### config.mk
export PLATFORM = sky130hd
export DESIGN_NAME = arith_encoder_scheduler
export DESIGN_NICKNAME = d
export VERILOG_FILES = /design/src/rtl/arith_encoder_scheduler.sv
export SDC_FILE = /design/constraint.sdc
export NUM_CORES = 1
export LEC_CHECK = 0
export CORE_ASPECT_RATIO = 1.25
export CORE_MARGIN = 2
export CORE_UTILIZATION = 25
export DETAILED_ROUTE_END_ITERATION = 8
export PLACE_DENSITY = 0.6
export SLEW_MARGIN = 30
export SYNTH_ARGS = -nofsm -noshare
export SYNTH_HDL_FRONTEND = slang
export SYNTH_SLANG_ARGS = --single-unit
### constraint.sdc
create_clock -name general_clk -period 3.3 [get_ports general_clk]
set_input_delay 0.99 -clock general_clk [delete_from_list [all_inputs] [get_ports general_clk]]
set_output_delay 0.99 -clock general_clk [all_outputs]
set_load 0.02 [all_outputs]
### src/rtl/arith_encoder_scheduler.sv
`default_nettype none
// ============================================================================
// Module   : arith_encoder_scheduler
// Purpose  : Two-requester scheduler in front of an arithmetic encoder.
//            Opens a frame on start, resets the encoder for two cycles,
//            grants symbols round-robin, registers the winning bundle onto
//            enc_*, tracks which requester owns each symbol through the
//            encoder pipeline, and drains the pipeline after flush.
// Ports    : general_clk / reset (async, active-low)
//            start, flush           frame open / close pulses
//            req_* (x2, packed)     per-requester symbol bundles
//            req_ready (x2)         combinational one-hot grant
//            enc_reset, enc_valid, enc_fl/fh/symbol/nsyms/bool  to encoder
//            out_valid, out_owner   owner tag aligned with encoder output
//            busy, done, sym_count  frame status
// Revision : 1.0 - initial release
// ============================================================================
module arith_encoder_scheduler #(
    parameter int GENERAL_RANGE_WIDTH  = 16,
    parameter int GENERAL_SYMBOL_WIDTH = 4,
    parameter int PIPE_DEPTH           = 3
) (
    input  logic                                general_clk,
    input  logic                                reset,
    input  logic                                start,
    input  logic                                flush,
    input  logic [1:0]                          req_valid,
    output logic [1:0]                          req_ready,
    input  logic [2*GENERAL_RANGE_WIDTH-1:0]    req_fl,
    input  logic [2*GENERAL_RANGE_WIDTH-1:0]    req_fh,
    input  logic [2*GENERAL_SYMBOL_WIDTH-1:0]   req_symbol,
    input  logic [2*(GENERAL_SYMBOL_WIDTH+1)-1:0] req_nsyms,
    input  logic [1:0]                          req_bool,
    output logic                                enc_reset,
    output logic                                enc_valid,
    output logic [GENERAL_RANGE_WIDTH-1:0]      enc_fl,
    output logic [GENERAL_RANGE_WIDTH-1:0]      enc_fh,
    output logic [GENERAL_SYMBOL_WIDTH-1:0]     enc_symbol,
    output logic [GENERAL_SYMBOL_WIDTH:0]       enc_nsyms,
    output logic                                enc_bool,
    output logic                                out_valid,
    output logic                                out_owner,
    output logic                                busy,
    output logic                                done,
    output logic [15:0]                         sym_count
);

    localparam int RW = GENERAL_RANGE_WIDTH;
    localparam int SW = GENERAL_SYMBOL_WIDTH;

    typedef enum logic [2:0] {
        S_IDLE  = 3'd0,
        S_INIT  = 3'd1,
        S_RUN   = 3'd2,
        S_DRAIN = 3'd3,
        S_DONE  = 3'd4
    } state_t;

    state_t                 state_q, state_d;
    logic                   init_cnt_q;     // second INIT cycle marker
    logic                   init_done_q;    // first INIT since reset completed
    logic                   last_q;         // requester of most recent transfer
    logic                   enc_valid_q;
    logic                   enc_owner_q;
    logic [RW-1:0]          enc_fl_q, enc_fh_q;
    logic [SW-1:0]          enc_symbol_q;
    logic [SW:0]            enc_nsyms_q;
    logic                   enc_bool_q;
    logic [PIPE_DEPTH-1:0]  pipe_valid_q;
    logic [PIPE_DEPTH-1:0]  pipe_owner_q;
    logic [15:0]            sym_count_q;

    logic                   xfer;
    logic                   sel;

    // Next state and grant. A tie goes to whoever did not win last time;
    // last_q is preset to 1 so requester 0 wins the first tie of a frame.
    always_comb begin
        state_d   = state_q;
        req_ready = 2'b00;
        case (state_q)
            S_IDLE:  if (start) state_d = S_INIT;
            S_INIT:  if (init_cnt_q) state_d = S_RUN;
            S_RUN: begin
                if (flush) begin
                    state_d = S_DRAIN;
                end else if (req_valid == 2'b11) begin
                    req_ready = last_q ? 2'b01 : 2'b10;
                end else begin
                    req_ready = req_valid;
                end
            end
            S_DRAIN: if (!enc_valid_q && (pipe_valid_q == '0)) state_d = S_DONE;
            S_DONE:  state_d = S_IDLE;
            default: state_d = S_IDLE;
        endcase
    end

    assign xfer = |(req_valid & req_ready);
    assign sel  = req_ready[1];

    always_ff @(posedge general_clk or negedge reset) begin
        if (!reset) begin
            state_q      <= S_IDLE;
            init_cnt_q   <= 1'b0;
            init_done_q  <= 1'b0;
            last_q       <= 1'b1;
            enc_valid_q  <= 1'b0;
            enc_owner_q  <= 1'b0;
            enc_fl_q     <= '0;
            enc_fh_q     <= '0;
            enc_symbol_q <= '0;
            enc_nsyms_q  <= '0;
            enc_bool_q   <= 1'b0;
            pipe_valid_q <= '0;
            pipe_owner_q <= '0;
            sym_count_q  <= '0;
        end else begin
            state_q     <= state_d;
            init_cnt_q  <= (state_q == S_INIT) ? ~init_cnt_q : 1'b0;
            if ((state_q == S_INIT) && init_cnt_q) begin
                init_done_q <= 1'b1;
            end

            enc_valid_q <= xfer;
            if (xfer) begin
                enc_owner_q  <= sel;
                last_q       <= sel;
                enc_fl_q     <= req_fl[sel*RW +: RW];
                enc_fh_q     <= req_fh[sel*RW +: RW];
                enc_symbol_q <= req_symbol[sel*SW +: SW];
                enc_nsyms_q  <= req_nsyms[sel*(SW+1) +: (SW+1)];
                enc_bool_q   <= req_bool[sel];
            end

            // Owner tags follow the encoder latency one stage per cycle.
            pipe_valid_q[0] <= enc_valid_q;
            pipe_owner_q[0] <= enc_owner_q;
            for (int i = 1; i < PIPE_DEPTH; i++) begin
                pipe_valid_q[i] <= pipe_valid_q[i-1];
                pipe_owner_q[i] <= pipe_owner_q[i-1];
            end

            if ((state_q == S_IDLE) && start) begin
                sym_count_q <= '0;
                last_q      <= 1'b1;
            end else if (xfer && (sym_count_q != 16'hFFFF)) begin
                sym_count_q <= sym_count_q + 16'd1;
            end
        end
    end

    // Encoder is held in reset from reset until the first INIT finishes,
    // and again during every INIT.
    assign enc_reset  = (state_q == S_INIT) || ((state_q == S_IDLE) && !init_done_q);
    assign enc_valid  = enc_valid_q;
    assign enc_fl     = enc_fl_q;
    assign enc_fh     = enc_fh_q;
    assign enc_symbol = enc_symbol_q;
    assign enc_nsyms  = enc_nsyms_q;
    assign enc_bool   = enc_bool_q;
    assign out_valid  = pipe_valid_q[PIPE_DEPTH-1];
    assign out_owner  = pipe_owner_q[PIPE_DEPTH-1];
    assign busy       = (state_q != S_IDLE);
    assign done       = (state_q == S_DONE);
    assign sym_count  = sym_count_q;

endmodule
`default_nettype wire

# [Word level (Yosys, flattened, before mapping)]
# Cells that the tools add are included.
[op_classes] magnitude_cmp=1 n_addsub=1 shift=4 bitwise=2 n_mux=16 reduce_logical=15 n_mul=1 n_eq_ne=10
[ops] cell="32-bit by 6-bit variable part select with 16-bit output" count=2
[ops] cell="16-bit two-way mux" count=2
[ops] cell="16-bit by 1-bit adder with 16-bit output, second input constant" count=1
[ops] cell="16-bit inequality test, second input constant" count=1
[ops] cell="3-bit two-way mux" count=4
[ops] cell="3-bit one-hot mux with 4 select lines" count=1
[ops] cell="10-bit by 5-bit variable part select with 5-bit output" count=1
[ops] cell="2-bit two-way mux" count=4
[ops] cell="2-bit inequality test, second input constant" count=4
[ops] cell="8-bit by 4-bit variable part select with 4-bit output" count=1
[ops] cell="3-bit by 2-bit == test with 1-bit output, second input constant" count=2
[ops] cell="3-bit zero test" count=2
[ops] cell="1-bit logical AND" count=5
[ops] cell="1-bit two-way mux" count=5
[ops] cell="1-bit by 3-bit multiplier with 4-bit output, second input constant" count=1
[ops] cell="4-bit AND reduction" count=1
[ops] cell="2-bit nonzero test" count=2
[ops] cell="3-bit by 1-bit == test with 1-bit output, second input constant" count=1
[ops] cell="3-bit == test, second input constant" count=1
[ops] cell="3-bit nonzero test" count=1
[ops] cell="2-bit AND" count=1
[ops] cell="2-bit == test, second input constant" count=1
[ops] cell="1-bit zero test" count=2
[ops] cell="1-bit by 2-bit < comparator with 1-bit output, second input constant" count=1
[ops] cell="other kinds (3)" count=3
[word_totals] output_inout_bits=66 ff_bits=72 inputBits=90

# [Depth between registers and ports, before layout]
[logic_depth] ltp_word=9 ltp_mapped=7 depth_no_buf=5

# [Worst setup path before layout]
# OpenSTA, ideal clock, no wires.
[synth_path] path_kind="input to output" start="in flush" end="out req_ready[1]" t_arrival_ns=2.043 required_time_ns=2.310 slack_ns=0.267 n_path_buf=2 path_stages=4 cell_sequence="nor4b_1 -> and3_1 -> buf_2 -> buf_2"
[synth_between] elab_chain_cells=2
[synth_lines] item="start, declared" line_no="26" rtl="input logic flush,"
[synth_lines] item="2-bit two-way mux" line_no="85" rtl="if (flush) begin"
[synth_lines] item="2-bit two-way mux" line_no="81" rtl="case (state_q)"
[synth_lines] item="end, declared" line_no="28" rtl="output logic [1:0] req_ready,"
# Every way passes these cells.

# [Worst setup path after layout]
[layout_path] start="in req_valid[1]" end="out req_ready[0]"
[layout_between] elab_chain_cells=4
[layout_lines] item="start, declared" line_no="27" rtl="input logic [1:0] req_valid,"
[layout_lines] item="2-bit == test" line_no="87" rtl="end else if (req_valid == 2'b11) begin"
[layout_lines] item="2-bit two-way mux" line_no="87"
[layout_lines] item="2-bit two-way mux" line_no="85"
[layout_lines] item="2-bit two-way mux" line_no="81"
# Every way passes these cells.

==> results_dict.tcl <==
set metrics [dict create \
    grt_pass1_vias 3004 \
    most_used_cell_along_the_critical_path "sky130_fd_sc_hd__buf_4" \
    crit_path_top_delay_cell "sky130_fd_sc_hd__clkdlybuf4s50_1" \
    hold_path_class "flop to flop" \
    number_of_flops_mapped_to_enable_cells_by_yosys 0 \
    fill_cells 1239 \
    clock_tree.root_cell "sky130_fd_sc_hd__clkbuf_16" \
    cts.hold.buffers_added 0 \
    ys_top_cells_by_count "sky130_fd_sc_hd__dfrtp_1, sky130_fd_sc_hd__inv_1, sky130_fd_sc_hd__a222oi_1" \
    place.port_buffers 155 \
    ir_worst_vdd_mv 0.229 \
    drive_above_1_share_pct 10.1 \
    antenna_found_initial 0 \
    floorplan.initialDensity_pct 25.5 \
    grt_use_total_pct 14.4 \
    cp-start-kind "input port" \
    setup_repair_after_global_routing_missed_its_margin "no" \
    timing.clock.skew_ns 0.00488 \
    routabilityCongestion 0.776 \
    fin_cells 613 \
    synth_fp_nets 375 \
    worst_path_largest_cell_delay_ns 0.48 \
    leakagePower_uw 0.00241 \
    data_arrival_time_at_the_worst_slack_endpoint_ns 2.04 \
    crit_path_end_kind "primary output" \
    antenna-diode-count 0 \
    drt_first_iter_violations 292 \
    io_pins 156 \
    synthDominantAreaCellType "sky130_fd_sc_hd__dfrtp_1" \
    synth_seq_area_share_pct 55.5 \
    cts.sink_count 72 \
    clk-insertion-delay-late_ns 0.32 \
    final-hold-violation-count 0 \
    syn_area_um2 3250 \
    fin_worst_hold_slack_ns 0.347 \
    postSynth.asyncResetShare_pct 100 \
    path_class "input port to primary output" \
    setup_tns_ns 0 \
    place_area_um2 4960 \
    drtAntennaViolNets 0 \
    largest_net_degree_at_the_start_of_global_routing 73 \
    yosysWarningCount 0 \
    global_route.overflow_total 0 \
    slew_headroom_pct 54.8 \
    num_vias 3008 \
    cts_inserted_buffers 9 \
    die_outline_area_um2 13900 \
    place.detailed.hpwl_mm 7.13 \
    synth.avg_cell_area_um2 11.4 \
    die-width_um 106 \
    run_status "completed" \
    number_of_cells_produced_by_synthesis 284 \
    core_footprint_um2 12700 \
    powerDensity_nw_per_um2 714 \
    synth_seq_cells 72 \
    synth_top_area_share_pct 54.7 \
    max_clock_freq_mhz 331 \
    areaGrowthSynthToFinish_pct 61.3 \
    finalWirelength_mm 9.99 \
    post_drt_via_cell_ratio 4.91 \
    final_worst_path_cycle_share_pct 91.7 \
    p_total_uw 3740 \
    fin_crit_ns 3.03 \
    post_layout_nets 532 \
    worst_slew_pin_slew_ns 0.679 \
    routed_wire_length_per_instance_um 16.3 \
    synth_top_flop_cell "sky130_fd_sc_hd__dfrtp_1" \
    die_y_um 131 \
    clockBufferDepth 2 \
    route.detailed.drc 0 \
    cts_tree "done" \
    yosysMostFrequentCell "sky130_fd_sc_hd__dfrtp_1" \
    detailedRoute.firstPassIterationCount 5 \
    placed_cells_incl_taps 598 \
    worst-endpoint-required_ns 2.31 \
    netlist_top_cells_area "sky130_fd_sc_hd__dfrtp_1, sky130_fd_sc_hd__a222oi_1, sky130_fd_sc_hd__inv_1" \
    core.rowCount 46 \
    slew_violations 0 \
    critical_path.cell_chain "clkdlybuf4s50_1, buf_4, nand2b_1, nand3_1, clkinv_1, buf_4" \
    global_route_wire_length_before_repair_mm 15.9 \
    cap_viol_max_count 0 \
    final_design_area_no_fill_um2 5240 \
    worst_setup_hold_path_clk_slew_ns 0.05 \
    number_of_h_tree_levels 3 \
    setup_viol 0 \
    yosys.cell_types.count 52 \
    timing.critical_path.fanout_max 2 \
]
final timing paths:
| path | from | end | slack [ns] | cells past startpoint |
|---|---|---|---|---|
| max in group asynchronous | reset | enc_fl[13] | 2.14 | 1 |
| min reg2reg | pipe_owner_q[0] | pipe_owner_q[1] | 0.35 | 0 |
| max | req_valid[1] | req_ready[0] | 0.27 | 6 |
| max reg2reg | sym_count[7] | sym_count[3] | 1.31 | 4 |
| min in group asynchronous | reset | enc_fh[0] | 0.66 | 1 |
| min | pipe_owner_q[0] | pipe_owner_q[1] | 0.35 | 0 |
kinds of logic (layout without fill, tap and decap cells):
| family | Yosys count | after routing | share of synthesized area [%] |
|---|---|---|---|
| AOI/OAI and AO/OA | 77 | 77 | 21.4 |
| xor gates and xnor gates | 1 | 1 | 0.270 |
| adders and majority gates | 1 | 1 | 0.385 |
| buffers and inverters | 66 | 227 | 9.43 |
| DFF | 72 | 72 | 55.5 |
| muxes | 4 | 4 | 1.27 |
| and+or+nand+nor | 63 | 63 | 11.7 |
layer usage:
layer	vias up	global-route usage, %	part of all wire (%)
li1	1415	-	-
met1	1465	16.6	40
met2	117	25.7	53
met3	11	3.67	6.1
met4	0	4.90	1.4
met5	-	0	0
report_power, final:
group	total [uW]	switching (uW)	internal (uW)
Clock	843	342	500
Combinational	1530	755	776
Sequential	1370	186	1180
per-stage QoR:
step                      util [%]  setup slack [ns]
after detailed placement      39.0            -0.495
after floorplan                  -             0.267
after CTS                     41.1           0.00326
final                         41.2             0.274
after global routing          41.2             0.237
after global placement        39.0            -0.509
critical path, delay by kind of cell:
family | cells | cell delay, ns
AND/OR/NAND/NOR | 2 | 0.17
buffers and inverters | 4 | 0.87
flip-flops by register name, indices dropped and copies added, names as in the netlist:
signal and flops:
enc_owner_q 1, sym_count 16, enc_bool 1, enc_fh 16, enc_valid 1, pipe_valid_q 3, init_cnt_q 1, last_q 1
enc_nsyms 5, state_q 3, enc_symbol 4, enc_fl 16, pipe_owner_q 3, init_done_q 1
cell type report:
cell class | count | area (um^2) | area share [%]
Clock buffer | 11 | 233 | 4.44
Clock inverter | 4 | 22.5 | 0.430
Sequential cell | 72 | 1800 | 34.4
Tap cell | 168 | 210 | 4.01
Multi-Input combinational cell | 146 | 1170 | 22.3
Inverter | 47 | 176 | 3.37
Timing Repair Buffer | 165 | 1630 | 31.1
cells in the final DEF (no fill, tap or decap), types with 2 or more instances in the layout:
cell type	count
sky130_fd_sc_hd__nor4_1	7
sky130_fd_sc_hd__inv_1	46
sky130_fd_sc_hd__nand3_1	9
sky130_fd_sc_hd__nand2_1	11
sky130_fd_sc_hd__o21ai_0	3
sky130_fd_sc_hd__a221o_2	5
sky130_fd_sc_hd__o31ai_1	2
sky130_fd_sc_hd__nor3b_1	3
sky130_fd_sc_hd__mux2i_1	3
sky130_fd_sc_hd__buf_4	11
sky130_fd_sc_hd__clkbuf_16	9
sky130_fd_sc_hd__clkbuf_1	2
sky130_fd_sc_hd__o21a_1	2
sky130_fd_sc_hd__nor2_1	6
sky130_fd_sc_hd__a21oi_1	4
sky130_fd_sc_hd__a211oi_1	2
sky130_fd_sc_hd__a222oi_1	42
sky130_fd_sc_hd__clkdlybuf4s50_1	151
sky130_fd_sc_hd__nor3_1	7
sky130_fd_sc_hd__clkinv_2	3
sky130_fd_sc_hd__dfrtp_1	71
sky130_fd_sc_hd__nand4_1	4
sky130_fd_sc_hd__a31oi_1	4
sky130_fd_sc_hd__and2_1	3
sky130_fd_sc_hd__a21o_1	2
what timing repair did:
| action | in CTS | in global routing |
|---|---|---|
| setup buffers | 0 | 0 |
| endpoints found under the setup margin | 2 | 2 |
| gates resized for setup | 6 | 2 |
| pin swaps | 0 | 1 |
No activity file was read; power rests on OpenSTA's default activity.
